File: src/rtl/float_to_fixed.sv
// Pipelined float-to-signed-fixed converter: an input register, then decode, align and round/saturate stages.
// The output is rounded half away from zero and saturated. Latency is 3 cycles after the input is sampled.
module float_to_fixed #(
  parameter int FIXED_WIDTH = 12,
  parameter int FRAC_BITS   = 0,
  parameter int EXP_WIDTH   = 8,
  parameter int MANT_WIDTH  = 23
) (
  input  logic                            clk,
  input  logic                            rst_n,
  input  logic                            in_valid,
  input  logic [EXP_WIDTH+MANT_WIDTH:0]   a,
  output logic                            out_valid,
  output logic [FIXED_WIDTH-1:0]          q,
  output logic                            ovf,
  output logic                            inv
);

  localparam int AW   = EXP_WIDTH + MANT_WIDTH + 1;
  localparam int KW   = EXP_WIDTH + 2;
  localparam int BIAS = (1 << (EXP_WIDTH - 1)) - 1;
  localparam int SW   = MANT_WIDTH + FIXED_WIDTH + 2;

  localparam logic signed [KW-1:0]    K_LIMIT   = KW'(FIXED_WIDTH);
  localparam logic signed [KW-1:0]    K_NEG_ONE = '1;
  localparam logic [FIXED_WIDTH:0]    POS_MAX   = (FIXED_WIDTH+1)'((64'd1 << (FIXED_WIDTH - 1)) - 64'd1);
  localparam logic [FIXED_WIDTH:0]    NEG_MAG   = (FIXED_WIDTH+1)'(64'd1 << (FIXED_WIDTH - 1));
  localparam logic [FIXED_WIDTH-1:0]  Q_POS     = {1'b0, {(FIXED_WIDTH-1){1'b1}}};
  localparam logic [FIXED_WIDTH-1:0]  Q_NEG     = {1'b1, {(FIXED_WIDTH-1){1'b0}}};

  logic                   in_v_r;
  logic [AW-1:0]          a_r;

  always_ff @(posedge clk or negedge rst_n) begin
    if (!rst_n) begin
      in_v_r <= 1'b0;
      a_r    <= '0;
    end else begin
      in_v_r <= in_valid;
      if (in_valid) a_r <= a;
    end
  end

  logic [EXP_WIDTH-1:0]   exp_d;
  logic [MANT_WIDTH-1:0]  mant_d;
  logic [KW-1:0]          k_d;

  assign exp_d  = a_r[AW-2:MANT_WIDTH];
  assign mant_d = a_r[MANT_WIDTH-1:0];
  assign k_d    = KW'(exp_d) - KW'(BIAS) + KW'(FRAC_BITS);

  logic                   s1_valid, s1_sign, s1_zero, s1_nan, s1_inf;
  logic signed [KW-1:0]   s1_k;
  logic [MANT_WIDTH:0]    s1_mant;

  // Stage 1: classify the float and keep the effective exponent with the hidden-bit mantissa.
  always_ff @(posedge clk or negedge rst_n) begin
    if (!rst_n) begin
      s1_valid <= 1'b0;
      s1_sign  <= 1'b0;
      s1_zero  <= 1'b0;
      s1_nan   <= 1'b0;
      s1_inf   <= 1'b0;
      s1_k     <= '0;
      s1_mant  <= '0;
    end else begin
      s1_valid <= in_v_r;
      if (in_v_r) begin
        s1_sign  <= a_r[AW-1];
        s1_zero  <= (exp_d == '0);
        s1_nan   <= (&exp_d) && (mant_d != '0);
        s1_inf   <= (&exp_d) && (mant_d == '0);
        s1_k     <= k_d;
        s1_mant  <= {1'b1, mant_d};
      end
    end
  end

  logic [KW-1:0]          shamt;
  logic [FIXED_WIDTH+1:0] aligned_top;
  logic [FIXED_WIDTH:0]   int_d;
  logic                   rnd_d, sat_d;

  // Shifting by k+1 leaves MANT_WIDTH+1 fraction bits, so the integer part and round bit sit directly above.
  assign shamt       = s1_k + KW'(1);
  assign aligned_top = (FIXED_WIDTH+2)'((SW'(s1_mant) << shamt) >> MANT_WIDTH);

  always_comb begin
    int_d = '0;
    rnd_d = 1'b0;
    sat_d = 1'b0;
    if (s1_inf) begin
      sat_d = 1'b1;
    end else if (!s1_zero && !s1_nan) begin
      if (s1_k >= K_LIMIT) begin
        sat_d = 1'b1;
      end else if (s1_k >= K_NEG_ONE) begin
        int_d = aligned_top[FIXED_WIDTH+1:1];
        rnd_d = aligned_top[0];
      end
    end
  end

  logic                   s2_valid, s2_sign, s2_nan, s2_sat, s2_rnd;
  logic [FIXED_WIDTH:0]   s2_int;

  always_ff @(posedge clk or negedge rst_n) begin
    if (!rst_n) begin
      s2_valid <= 1'b0;
      s2_sign  <= 1'b0;
      s2_nan   <= 1'b0;
      s2_sat   <= 1'b0;
      s2_rnd   <= 1'b0;
      s2_int   <= '0;
    end else begin
      s2_valid <= s1_valid;
      if (s1_valid) begin
        s2_sign <= s1_sign;
        s2_nan  <= s1_nan;
        s2_sat  <= sat_d;
        s2_rnd  <= rnd_d;
        s2_int  <= int_d;
      end
    end
  end

  logic [FIXED_WIDTH:0]   rounded, rounded_neg;
  logic [FIXED_WIDTH-1:0] q_d;
  logic                   ovf_d;

  assign rounded     = s2_int + (FIXED_WIDTH+1)'(s2_rnd);
  assign rounded_neg = -rounded;

  // The negative range reaches one step further, so -2^(FIXED_WIDTH-1) is exact and not flagged.
  always_comb begin
    q_d   = '0;
    ovf_d = 1'b0;
    if (!s2_nan) begin
      if (!s2_sign) begin
        if (s2_sat || rounded > POS_MAX) begin
          q_d   = Q_POS;
          ovf_d = 1'b1;
        end else begin
          q_d = rounded[FIXED_WIDTH-1:0];
        end
      end else begin
        if (s2_sat || rounded > NEG_MAG) begin
          q_d   = Q_NEG;
          ovf_d = 1'b1;
        end else begin
          q_d = rounded_neg[FIXED_WIDTH-1:0];
        end
      end
    end
  end

  always_ff @(posedge clk or negedge rst_n) begin
    if (!rst_n) begin
      out_valid <= 1'b0;
      q         <= '0;
      ovf       <= 1'b0;
      inv       <= 1'b0;
    end else begin
      out_valid <= s2_valid;
      if (s2_valid) begin
        q   <= q_d;
        ovf <= ovf_d;
        inv <= s2_nan;
      end
    end
  end

endmodule

File: config.mk
export PLATFORM = sky130hd
export DESIGN_NAME = float_to_fixed
export DESIGN_NICKNAME = d
export VERILOG_FILES = /design/src/rtl/float_to_fixed.sv
export SDC_FILE = /design/constraint.sdc
export NUM_CORES = 1
export LEC_CHECK = 0
export ABC_AREA = 1
export CORE_MARGIN = 5
export CORE_UTILIZATION = 42
export DETAILED_ROUTE_END_ITERATION = 10
export PLACE_DENSITY_LB_ADDON = 0.05
export SYNTH_ARGS = -nofsm -noshare
export SYNTH_HDL_FRONTEND = slang
export SYNTH_SLANG_ARGS = --single-unit
File: constraint.sdc
create_clock -name clk -period 4 [get_ports clk]
set_input_delay 0.4 -clock clk [delete_from_list [all_inputs] [get_ports clk]]
set_output_delay 0.4 -clock clk [all_outputs]
set_load 0.02 [all_outputs]
Word level (Yosys, flattened, before mapping)
Index checks and enable logic that the tools add are counted.
{"block": "word_totals", "regBits": 105, "inputBits": 35, "out_inout_bits": 15, "elab_cells": 58}
{"block": "classes", "addsub": 4, "magnitude_cmp": 4, "n_shift": 1, "muxes": 19, "n_reduce_logical": 11}
{"operator": "$mux W13", "count": 4}
{"operator": "$mux W12", "count": 4}
{"operator": "$shl A24 B10 Y37", "count": 1}
{"operator": "$logic_not A23 Y1", "count": 1}
{"operator": "$reduce_bool A23 Y1", "count": 1}
{"operator": "$add A13 B1 Y13", "count": 1}
{"operator": "$gt A13 B11 Y1 const B", "count": 1}
{"operator": "$gt A13 B12 Y1 const B", "count": 1}
{"operator": "$neg A12 Y12", "count": 1}
{"operator": "$mux W1", "count": 11}
{"operator": "$add A10 B2 Y10 const B", "count": 1}
{"operator": "$ge A10 B1 Y1 const B", "count": 1}
{"operator": "$ge A10 B5 Y1 const B", "count": 1}
{"operator": "$sub A8 B7 Y9 const B", "count": 1}
{"operator": "$logic_not A8 Y1", "count": 1}
{"operator": "$reduce_and A8 Y1", "count": 1}
{"operator": "$logic_and A1 B1 Y1", "count": 3}
{"operator": "$logic_not A1 Y1", "count": 2}
{"operator": "$logic_or A1 B1 Y1", "count": 2}

Logic depth before layout (Yosys ltp)
Gate-level depths: netlist of run 1.
{"block": "depth", "depth_word": 6, "ltp_mapped": 20, "ltp_nobuf": 19}

Least setup slack after synthesis of run 1
No wires, ideal clock.
{"block": "synth_timing", "path_kind": "reg-to-reg", "from": "register s1_k[0]", "to": "register s2_int[11]", "setup_time_ns": 0.117, "t_arrival_ns": 2.165, "t_required_ns": 3.883, "slack_ns": 1.718, "path_stages_with_launch": 15, "n_path_buf": 4, "period_less_slack_ns": 2.282, "path_cell_list": "dfrtp_1 buf_4 clkinv_1 buf_2 ha_1 clkbuf_1 inv_2 buf_1 nand3_1 nand3_1 nand3_1 nand3_1 nand2_1 nand2_1 nand2_1"}
{"block": "synth_via", "elab_chain_cells": 6, "word_cells_on_any_way": 8, "cone_classes": "1 x add/sub; 2 x order compare; 1 x shift; 4 x mux"}
{"item": "start, declared", "line_no": "53", "source": "logic signed [KW-1:0] s1_k;"}
{"item": "start signal, assigned", "line_no": "73", "source": "s1_k <= k_d;"}
{"item": "$add A10 B2 Y10", "line_no": "85", "source": "assign shamt = s1_k + KW'(1);"}
{"item": "$shl A24 B10 Y37", "line_no": "86", "source": "assign aligned_top = (FIXED_WIDTH+2)'((SW'(s1_mant) << shamt) >> MANT_WIDTH);"}
{"item": "$mux W13", "line_no": "97", "source": "end else if (s1_k >= K_NEG_ONE) begin"}
{"item": "$mux W13 *", "line_no": "95", "source": "if (s1_k >= K_LIMIT) begin"}
{"item": "$mux W13 *", "line_no": "94", "source": "end else if (!s1_zero && !s1_nan) begin"}
{"item": "$mux W13 *", "line_no": "92", "source": "if (s1_inf) begin"}
{"item": "end signal, assigned", "line_no": "122", "source": "s2_int <= int_d;"}
{"item": "end, declared", "line_no": "105", "source": "logic [FIXED_WIDTH:0] s2_int;"}
Mark *: on every way between the ends. The rest lies on a longest branch, timed or not.
A chain may end at the register's enable or synchronous reset.

Worst setup path after layout of run 1
{"block": "layout_timing", "from": "register s1_k[1]", "to": "register s2_int[11]"}
The elaborated chain is that of the path after synthesis.

==> flow_metrics.tcl, run 1 <==
set metrics [dict create \
    cts_resized 0 \
    multi_input_area_um2 3260 \
    via_count 5984 \
    ys_seq_area_frac 0.410 \
    fin_tns_setup_ns 0 \
    first_global_vias 5657 \
    powerDensity_nw_per_um2 458 \
    rsz0062_at_grt "no" \
    worst_pin_slew_ns 0.798 \
    leakage_nw 3.50 \
    ir_drop_mv 0.250 \
    synth-adder-area-share 0.0177 \
    report.final.slew_viol_count 0 \
    timing.final.hold_violations 0 \
    drc 0 \
    grt.overflow.total 0 \
    hold_class "input port to async pin" \
    synth_cells 887 \
    clk_latency_ns 0.35 \
    r2r-start "s1_k[1]" \
    outcome "finished clean" \
    yosysTopAreaCellShare 0.410 \
    synthTopCellsByArea "dfrtp_1, nand2_1, nand3_1" \
    synth_xor_area_frac 0.0124 \
    io_buffers 49 \
    placed_cells 1095 \
    top_layer_used "met4" \
    combPwrFrac 0.353 \
    synth-simple-area-share 0.374 \
    totalPowerFinal_mw 3.33 \
    internal_power_mw 2.04 \
    fin_nets 962 \
    boundaryPins 50 \
    synthArstFlopShare 1.00 \
    drt_pass1_iterations 6 \
    p_seq_frac 0.386 \
    fin_cells 1111 \
    post-synth-top-area-cell "dfrtp_1" \
    drive_gt1_frac 0.0823 \
    grt_usage 0.192 \
    h-tree-depth 3 \
    clock_sinks 104 \
    netlist_area_um2 6350 \
    fin_crit_ns 2.85 \
    grt_start_max_net_pins 59 \
    cts.path.max_buffers 2 \
    grt_pass1_wl_um 28300 \
    worstPathArrival_ns 3.14 \
    synth_top_family_by_area "simple AND/OR/NAND/NOR gates" \
    seq_area_um2 2600 \
    end_kind "flop" \
    num_antenna_cells 0 \
    whs_ns 0.0885 \
    fillCellCount 1529 \
    drt_iter0_markers 452 \
    setup-violations-final 0 \
    yosys.cell_types.count 39 \
    worstSetupStartpointType "flop" \
    core_area_um2 15000 \
    yosys_warnings 0 \
    cts_tree "done" \
    path_max_fanout 38 \
    p_sw_mw 1.28 \
    wl_met3_um 835 \
    synth_seq_cells 104 \
    wl_um 16100 \
    place_hpwl_um 12200 \
    dieArea_um2 17700 \
    wl_met1_um 7780 \
    wl_met2_um 7300 \
    syn_area_per_cell_um2 7.16 \
    synth.net_count 931 \
    synth_ff_type "dfrtp_1" \
    fin_crit_sh 0.712 \
    worstRegToRegCells 20 \
    syn_to_final_growth_pct 14.3 \
    root_buffer "clkbuf_16" \
    regToRegEndpoint "s2_int[11]" \
    synth_compound_area_frac 0.0972 \
    post_drt_via_cell_ratio 5.39 \
    avgRoutedWirePerCell_um 14.5 \
    maxCapViolCount 0 \
    finClkSkew_ns 0.0104 \
    cts_setup_buffers 0 \
    die_h_um 133 \
    antenna_left 0 \
    rows 45 \
    gp_congestion 0.886 \
    chipWidth_um 133 \
    start_util 0.422 \
    cts_buffers 9 \
    synthMuxAreaShare 0.0124 \
    swShare 0.386 \
    crit_required_ns 4.29 \
    synth-edff-count 0 \
    antenna_found_initial 0 \
    critPathKind "flop to flop" \
    path_clk_slew_ns 0.07 \
    worst_slew_margin_rel 0.468 \
    r2r_slack_ns 1.15 \
    ctsHoldBuffers 0 \
    fmax_mhz 351 \
    clkPwrFrac 0.261 \
]
cells in the mapped netlist, types with 6 or more instances:
| cell | n |
|---|---|
| nand2_1 | 262 |
| nand3_1 | 173 |
| dfrtp_1 | 104 |
| o21ai_0 | 81 |
| inv_1 | 74 |
| nor2_1 | 32 |
| clkbuf_1 | 23 |
| nand4_1 | 16 |
| ha_1 | 9 |
| a21oi_1 | 8 |
| nor3_1 | 8 |
| mux2_2 | 7 |
| nand2_2 | 7 |
| o21ai_2 | 7 |
| xor2_1 | 7 |
| buf_1 | 6 |
| buf_2 | 6 |
| inv_2 | 6 |
| o21ai_1 | 6 |
final cells by class:
type                            count  share of cell area
Inverter                           82              0.0424
Tap cell                          188              0.0324
Sequential cell                   104               0.359
Multi-Input combinational cell    662               0.450
Timing Repair Buffer               59              0.0769
Clock inverter                      6             0.00845
Clock buffer                       10              0.0315
worst max-delay path by stage:
stage | start | to | slack, ns | cells after the start
5_1_grt | s1_k[1] | s2_int[11] | 0.80 | 20
2_1_floorplan | s1_k[0] | s2_int[11] | 1.72 | 14
3_5_place_dp | s1_k[1] | s2_int[11] | 1.21 | 20
4_1_cts | s1_k[1] | s2_int[11] | 1.18 | 20
6_report | s1_k[1] | s2_int[11] | 1.15 | 20
3_3_place_gp | s1_k[1] | s2_int[11] | 1.30 | 20
sequential cells by signal (all words and copies together), names as in the netlist:
register and count:
out_valid 1, in_v_r 1, s1_nan 1, s2_rnd 1, s2_sat 1, s2_valid 1, s2_int 13, s1_valid 1
s1_sign 1, s2_sign 1, s1_zero 1, s2_nan 1, q 12, inv 1, s1_inf 1, s1_k 9
s1_mant 24, a_r 32, ovf 1
power groups by stage:
stage               Clock (mW)  Sequential, mW  Combinational, mW
global placement             0            1.30               1.17
CTS                      0.900            1.29               1.18
finish                   0.870            1.28               1.17
global route             0.938            1.31               1.33
floorplan                    0            1.33              0.785
detailed placement           0            1.31               1.17
placed cells by master (no fill, tap or decap), types with 2 or more instances in the layout:
cell             count
nor3_1               8
buf_4               11
clkinv_1             2
o21ai_2              7
nor2_1              31
nand2_2              7
o31ai_1              2
clkbuf_16            9
o22ai_1              2
a31oi_1              3
ha_1                 9
nand2_1            262
inv_8                2
nand4_1             16
inv_1               74
a21oi_1              8
mux2_2               7
nor2_2               4
a31o_2               2
o21ai_1              6
or2_2                3
nand2_4              2
xor2_1               7
xnor2_1              2
inv_2                6
nor4_1               5
nor2_4               3
nor3_2               2
dfrtp_1            104
nand3_2              5
clkdlybuf4s50_1     47
o21ai_0             81
nand3_1            173
kinds of logic (layout without fill, tap and decap cells):
kind of cell    after synthesis  after routing
simple gates                524            524
fa+ha+maj                     9              9
mux                           7              7
compound gates              113            113
flops                       104            104
xor+xnor                      9              9
buf+inv                     121            157
routing by layer:
metal	GRT usage	up-vias
li1	-	3004
met1	0.276	2774
met2	0.293	188
met3	0.0365	18
met4	0.0566	0
met5	0	-
worst max-delay path, stage by stage, from the launching register on:
cell and delay (ns):
dfrtp_1 0.38, ha_1 0.19, nand2_1 0.07, nor2_1 0.15
inv_1 0.09, nor3_2 0.14, ha_1 0.26, inv_1 0.07
nand2_1 0.06, nor2_2 0.07, buf_4 0.33, nand2_1 0.08
nand2_1 0.09, nand3_1 0.08, nand2_1 0.13, nand2_1 0.08
o21ai_0 0.27, inv_1 0.08, nand2_1 0.07, nand2_1 0.05
nand2_1 0.05
per-stage QoR:
step / utilization / cell area, um^2 / worst slack (ns)
6_report: 0.483 / 7260 / 1.15
5_1_grt: 0.483 / 7260 / 0.797
4_1_cts: 0.483 / 7260 / 1.18
3_5_place_dp: 0.464 / 6970 / 1.21
3_3_place_gp: 0.464 / 6970 / 1.30
2_1_floorplan: - / 6350 / 1.72
Power figures use the tool's default switching activity.
==> inputs of run 2 (changes only) <==
clock period = 2.7 ns   (was 4 ns; I/O delays follow)
==> flow_metrics.tcl, run 2 (synthesis results as in run 1) <==
set metrics [dict create \
    outcome "complete, but fails checks" \
    failed_checks "setup timing" \
    cts_tree "done" \
    crit_top_cell "nand2_1" \
    crit_required_ns 3.00 \
    via_count 6198 \
    place_hpwl_um 12400 \
    cp_slowest_cell "dfrtp_1" \
    rsz0062_at_grt "yes" \
    syn_to_final_growth_pct 25.7 \
    fin_crit_ns 2.70 \
    worstRegToRegCells 21 \
    largest-register "a_r" \
    grt_pass1_wl_um 28100 \
    drive_gt1_frac 0.200 \
    min_from "s2_valid" \
    critPathKind "flop to flop" \
    whs_ns 0.403 \
    io_buffers 49 \
    fin_cells 1127 \
    leakage_nw 3.78 \
    root_buffer "clkbuf_16" \
    fillCellCount 1436 \
    hold_end "out_valid" \
    dieArea_um2 17700 \
    critPathLaunch "s1_k[1]" \
    multi_input_area_um2 3710 \
    worst_pin_slew_ns 0.800 \
    worstSetupStartpointType "flop" \
    slowest_delay_ns 0.37 \
    avgRoutedWirePerCell_um 15.8 \
    path_max_fanout 7 \
    setup_ws_ns -0.00399 \
    worstPathArrival_ns 3.00 \
    ir_drop_mv 0.321 \
    r2r-start "s1_k[1]" \
    end_kind "flop" \
    cts_buffers 9 \
    antenna_found_initial 0 \
    rows 45 \
    core_area_um2 15000 \
    clock_sinks 104 \
    fin_nets 978 \
    cp_num_buf_inv 5 \
    antenna_left 0 \
    grt_usage 0.191 \
    cts.path.max_buffers 2 \
    final_common_cell "nand2_1" \
    h-tree-depth 3 \
    placed_cells 1101 \
    chipWidth_um 133 \
    num_antenna_cells 0 \
    crit_family "simple AND/OR/NAND/NOR gates" \
    r2r_slack_ns -0.004 \
    grt_start_max_net_pins 60 \
    fmax_mhz 370 \
    boundaryPins 50 \
    timing.final.hold_violations 0 \
    fin_crit_sh 1.00 \
    top_regs "a_r x32, s1_mant x24, s2_int x13" \
    setup-violations-final 1 \
    worstPathCellList "ha_2 > nand2_2 > nor2_4 > inv_2 > nor3_4 > ha_1 > inv_2 > nand2_2 > nor2_4 > buf_12 > buf_6 > nand2_1 > nand2_1 > nand3_1 > nand2_2 > nand2_2 > o21ai_2 > inv_1 > nand2_1 > nand2_1 > nand2_1" \
    largest_reg_flops 32 \
    path_clk_slew_ns 0.07 \
    regToRegEndpoint "s2_int[11]" \
    first_global_vias 5672 \
    wl_um 17800 \
    gp_congestion 0.915 \
    drc 0 \
    report.final.slew_viol_count 0 \
    layout_common_cells "nand2_1, dfrtp_1, nand3_1" \
    grt.overflow.total 0 \
    fin_tns_setup_ns -0.00399 \
    post_drt_via_cell_ratio 5.50 \
    clk_latency_ns 0.36 \
    crit_cells 21 \
    powerDensity_nw_per_um2 682 \
    die_h_um 133 \
    maxCapViolCount 0 \
    drt_iter0_markers 413 \
    start_util 0.422 \
    worst_slew_margin_rel 0.466 \
    hold_class "flop to flop" \
    drt_pass1_iterations 6 \
    min_path_cells 0 \
    seq_area_um2 2600 \
    finClkSkew_ns 0.00865 \
]
-- run 2: cell types whose count changed in the layout (fill, tap and decap cells not counted), moves of 3 or more --
cell / before / now
nand2_1: 262 / 250
clkbuf_16: 9 / 12
nand3_2: 5 / 74
nand2_2: 7 / 19
o21ai_1: 6 / 12
o21ai_0: 81 / 73
a21oi_2: 0 / 3
nor2_1: 31 / 27
nand3_1: 173 / 103
buf_4: 11 / 17
buf_12: 0 / 4
a21oi_1: 8 / 5
-- run 2: layer usage --
| metal | track usage | vias up | wire length [um] |
|---|---|---|---|
| li1 | - | 3042 | - |
| met2 | 0.293 | 180 | 8160 |
| met4 | 0.0716 | 0 | 595 |
| met1 | 0.271 | 2920 | 8280 |
| met5 | 0 | - | 0 |
| met3 | 0.0331 | 56 | 814 |
-- run 2: repair_timing --
action                                 CTS  global route
resized for setup                        0           110
buffers inserted                         0             3
setup endpoints to repair                0            20
endpoints found under the hold margin   45             0
hold buffers                             1             0
-- run 2: worst max path at each step --
stage / slack (ns) / to
after floorplan: 0.42 / s2_int[11]
after global routing: -0.12 / s2_int[11]
after detailed placement: 0.07 / s2_int[6]
after global placement: 0.12 / s2_int[6]
final: -0.004 / s2_int[11]
after CTS: 0.06 / s2_int[6]
-- run 2: per-stage QoR --
| stage | total power, mW | cell area, um^2 | setup slack (ns) | util |
|---|---|---|---|---|
| 2_1_floorplan | 3.13 | 6350 | 0.418 | - |
| 3_3_place_gp | 3.70 | 7040 | 0.116 | 0.468 |
| 3_5_place_dp | 3.71 | 7040 | 0.0681 | 0.468 |
| 4_1_cts | 5.21 | 7380 | 0.0579 | 0.491 |
| 5_1_grt | 5.76 | 7980 | -0.123 | 0.531 |
| 6_report | 5.45 | 7980 | -0.00399 | 0.531 |
-- run 2: cell type report --
type / instances / share of cell area
Sequential cell: 104 / 0.326
Clock buffer: 10 / 0.0299
Timing Repair Buffer: 75 / 0.0991
Inverter: 82 / 0.0386
Clock inverter: 6 / 0.0122
Tap cell: 188 / 0.0295
Multi-Input combinational cell: 662 / 0.465
-- run 2: worst reg2reg max path, cell delays in order (launching register included) --
cell and delay [ns]:
dfrtp_1 0.37, ha_2 0.20, nand2_2 0.08, nor2_4 0.10
inv_2 0.06, nor3_4 0.18, ha_1 0.27, inv_2 0.08
nand2_2 0.07, nor2_4 0.13, buf_12 0.15, buf_6 0.14
nand2_1 0.05, nand2_1 0.08, nand3_1 0.10, nand2_2 0.12
nand2_2 0.08, o21ai_2 0.17, inv_1 0.06, nand2_1 0.06
nand2_1 0.04, nand2_1 0.05
-- run 2: power by group --
part	switching (mW)	leakage, nW	internal, mW
Sequential	0.165	1.30	1.75
Clock	0.627	0.166	0.853
Combinational	1.29	2.32	0.763
Total	2.08	3.78	3.36
==> inputs of run 3 (changes only) <==
ABC_AREA = 0   (was 1)
==> flow_metrics.tcl, run 3 <==
set metrics [dict create \
    finClkSkew_ns 0.00963 \
    final_common_cell "dfrtp_1" \
    powerDensity_nw_per_um2 674 \
    critPathKind "flop to flop" \
    num_antenna_cells 0 \
    timing.final.hold_violations 0 \
    ys_seq_area_frac 0.408 \
    synth_seq_cells 104 \
    crit_required_ns 2.93 \
    end_kind "flop" \
    clock_sinks 104 \
    path_max_fanout 3 \
    cts_tree "done" \
    place_hpwl_um 12300 \
    fmax_mhz 374 \
    grt_pass1_wl_um 26500 \
    totalPowerFinal_mw 5.22 \
    syn_area_per_cell_um2 10.4 \
    fin_crit_ns 2.67 \
    synth_ff_type "dfrtp_1" \
    ir_drop_mv 0.283 \
    die_h_um 133 \
    regToRegEndpoint "q[11]" \
    top_regs "a_r x32, s1_mant x24, s2_int x13" \
    gp_congestion 0.912 \
    via_count 5128 \
    utilization 0.515 \
    rows 45 \
    outcome "finished clean" \
    grt.overflow.total 0 \
    grt_start_max_net_pins 50 \
    critPathLaunch "s2_rnd" \
    grt_usage 0.184 \
    post-synth-top-area-cell "dfrtp_1" \
    drc 0 \
    worstSetupEndpoint "q[11]" \
    yosysTopAreaCellShare 0.408 \
    r2r-start "s2_rnd" \
    antenna_left 0 \
    yosys_warnings 0 \
    clk_latency_ns 0.35 \
    whs_ns 0.485 \
    antenna_found_initial 0 \
    syn_to_final_growth_pct 21.5 \
    hold_class "flop to flop" \
    cts.path.max_buffers 2 \
    first_global_vias 5104 \
    synthArstFlopShare 1.00 \
    dieArea_um2 17700 \
    fin_crit_sh 0.989 \
    report.final.slew_viol_count 0 \
    drive_gt1_frac 0.247 \
    wl_um 16100 \
    core_area_um2 15000 \
    synth_common_cells "dfrtp_1, mux2_2, mux2i_1" \
    synth.net_count 656 \
    leakage_nw 3.21 \
    path_clk_slew_ns 0.07 \
    yosys.cell_types.count 67 \
    worstPathArrival_ns 2.90 \
    drt_iter0_markers 455 \
    fillCellCount 1373 \
    fin_nets 727 \
    cts_buffers 9 \
    avgRoutedWirePerCell_um 18.4 \
    synth_cells 612 \
    boundaryPins 50 \
    synth-edff-count 0 \
    largest_reg_flops 32 \
    layout_common_cells "dfrtp_1, mux2_2, buf_4" \
    maxCapViolCount 0 \
    drt_pass1_iterations 5 \
    worstRegToRegCells 8 \
    synthTopCellsByArea "dfrtp_1, mux2_2, mux2i_1" \
    io_buffers 49 \
    chipWidth_um 133 \
    h-tree-depth 3 \
    multi_input_area_um2 3600 \
    post_drt_via_cell_ratio 5.86 \
    start_util 0.424 \
    netlist_area_um2 6380 \
    seq_area_um2 2600 \
    worstSetupStartpointType "flop" \
    rsz0062_at_grt "yes" \
    largest-register "a_r" \
    setup-violations-final 0 \
    worst_slew_margin_rel 0.559 \
    yosysMostFrequentCell "dfrtp_1" \
    r2r_slack_ns 0.03 \
    worst_pin_slew_ns 0.661 \
    root_buffer "clkbuf_16" \
]
-- run 3: how the worst min path moves through the flow --
stage / from / endpoint / slack, ns / depth (start not counted)
final: q[1] / q[1] / 0.48 / 1
after global routing: a[30] / a_r[30] / 0.51 / 2
after CTS: q[1] / q[1] / 0.49 / 1
after detailed placement: rst_n / a_r[12] / 0.35 / 1
after global placement: rst_n / a_r[13] / 0.34 / 1
after floorplan: rst_n / a_r[0] / -0.03 / 0
-- run 3: where the power goes --
group          switching (mW)  total (mW)  internal, mW
Combinational           0.960        1.93         0.966
Clock                   0.581        1.35         0.768
Sequential              0.197        1.95          1.75
Total                    1.74        5.22          3.48
-- run 3: cell type report --
| cell class | instances | share of cell area |
|---|---|---|
| multi-input cells | 446 | 0.464 |
| flip-flops and latches | 104 | 0.336 |
| repair buffers | 102 | 0.120 |
| clock buffers | 11 | 0.0326 |
| well taps | 188 | 0.0304 |
| inverters | 20 | 0.00969 |
| clock inverters | 4 | 0.00678 |
-- run 3: timing repair --
item	4_1_cts	5_1_grt
setup buffers	0	1
pin swaps	0	1
hold buffers	1	0
gates cloned	0	1
endpoints found under the hold margin	46	0
endpoints found under the setup margin	2	12
resized for setup	2	7
-- run 3: cell families (layout without fill, tap and decap cells) --
group,Yosys count,count (layout),synth area share
buffers and inverters,62,137,0.0394
XOR/XNOR,25,25,0.0355
adder cells (fa/ha/maj),9,9,0.0177
AND/OR/NAND/NOR,168,168,0.138
multiplexers,120,120,0.225
AO/OA/AOI/OAI,124,124,0.136
flip-flops,104,104,0.408
-- run 3: through the flow --
step | instances | area, um^2 | setup WS (ns) | setup TNS [ns]
2_1_floorplan | 612 | 6430 | 0.0102 | 0
3_3_place_gp | 857 | 7370 | 0.00436 | 0
3_5_place_dp | 857 | 7370 | -0.0464 | -0.0532
4_1_cts | 873 | 7690 | 0.0333 | 0
5_1_grt | 875 | 7750 | -0.0583 | -0.0583
6_report | 875 | 7750 | 0.0291 | 0
-- run 3: per-layer routing --
layer  up-vias  global-route usage  wire [um]
li1       2444                   -          -
met4         0              0.0549        263
met3        26              0.0310        567
met2       117               0.305       7930
met5         -                   0          0
met1      2541               0.250       7340
-- run 3: worst max-delay path: stages (launching register included) --
cell and delay, ns:
dfrtp_1 0.39, ha_2 0.21, ha_4 0.17, xor2_2 0.15
or3_4 0.34, or3_4 0.42, or4_1 0.50, a2111oi_2 0.31
a21oi_1 0.08
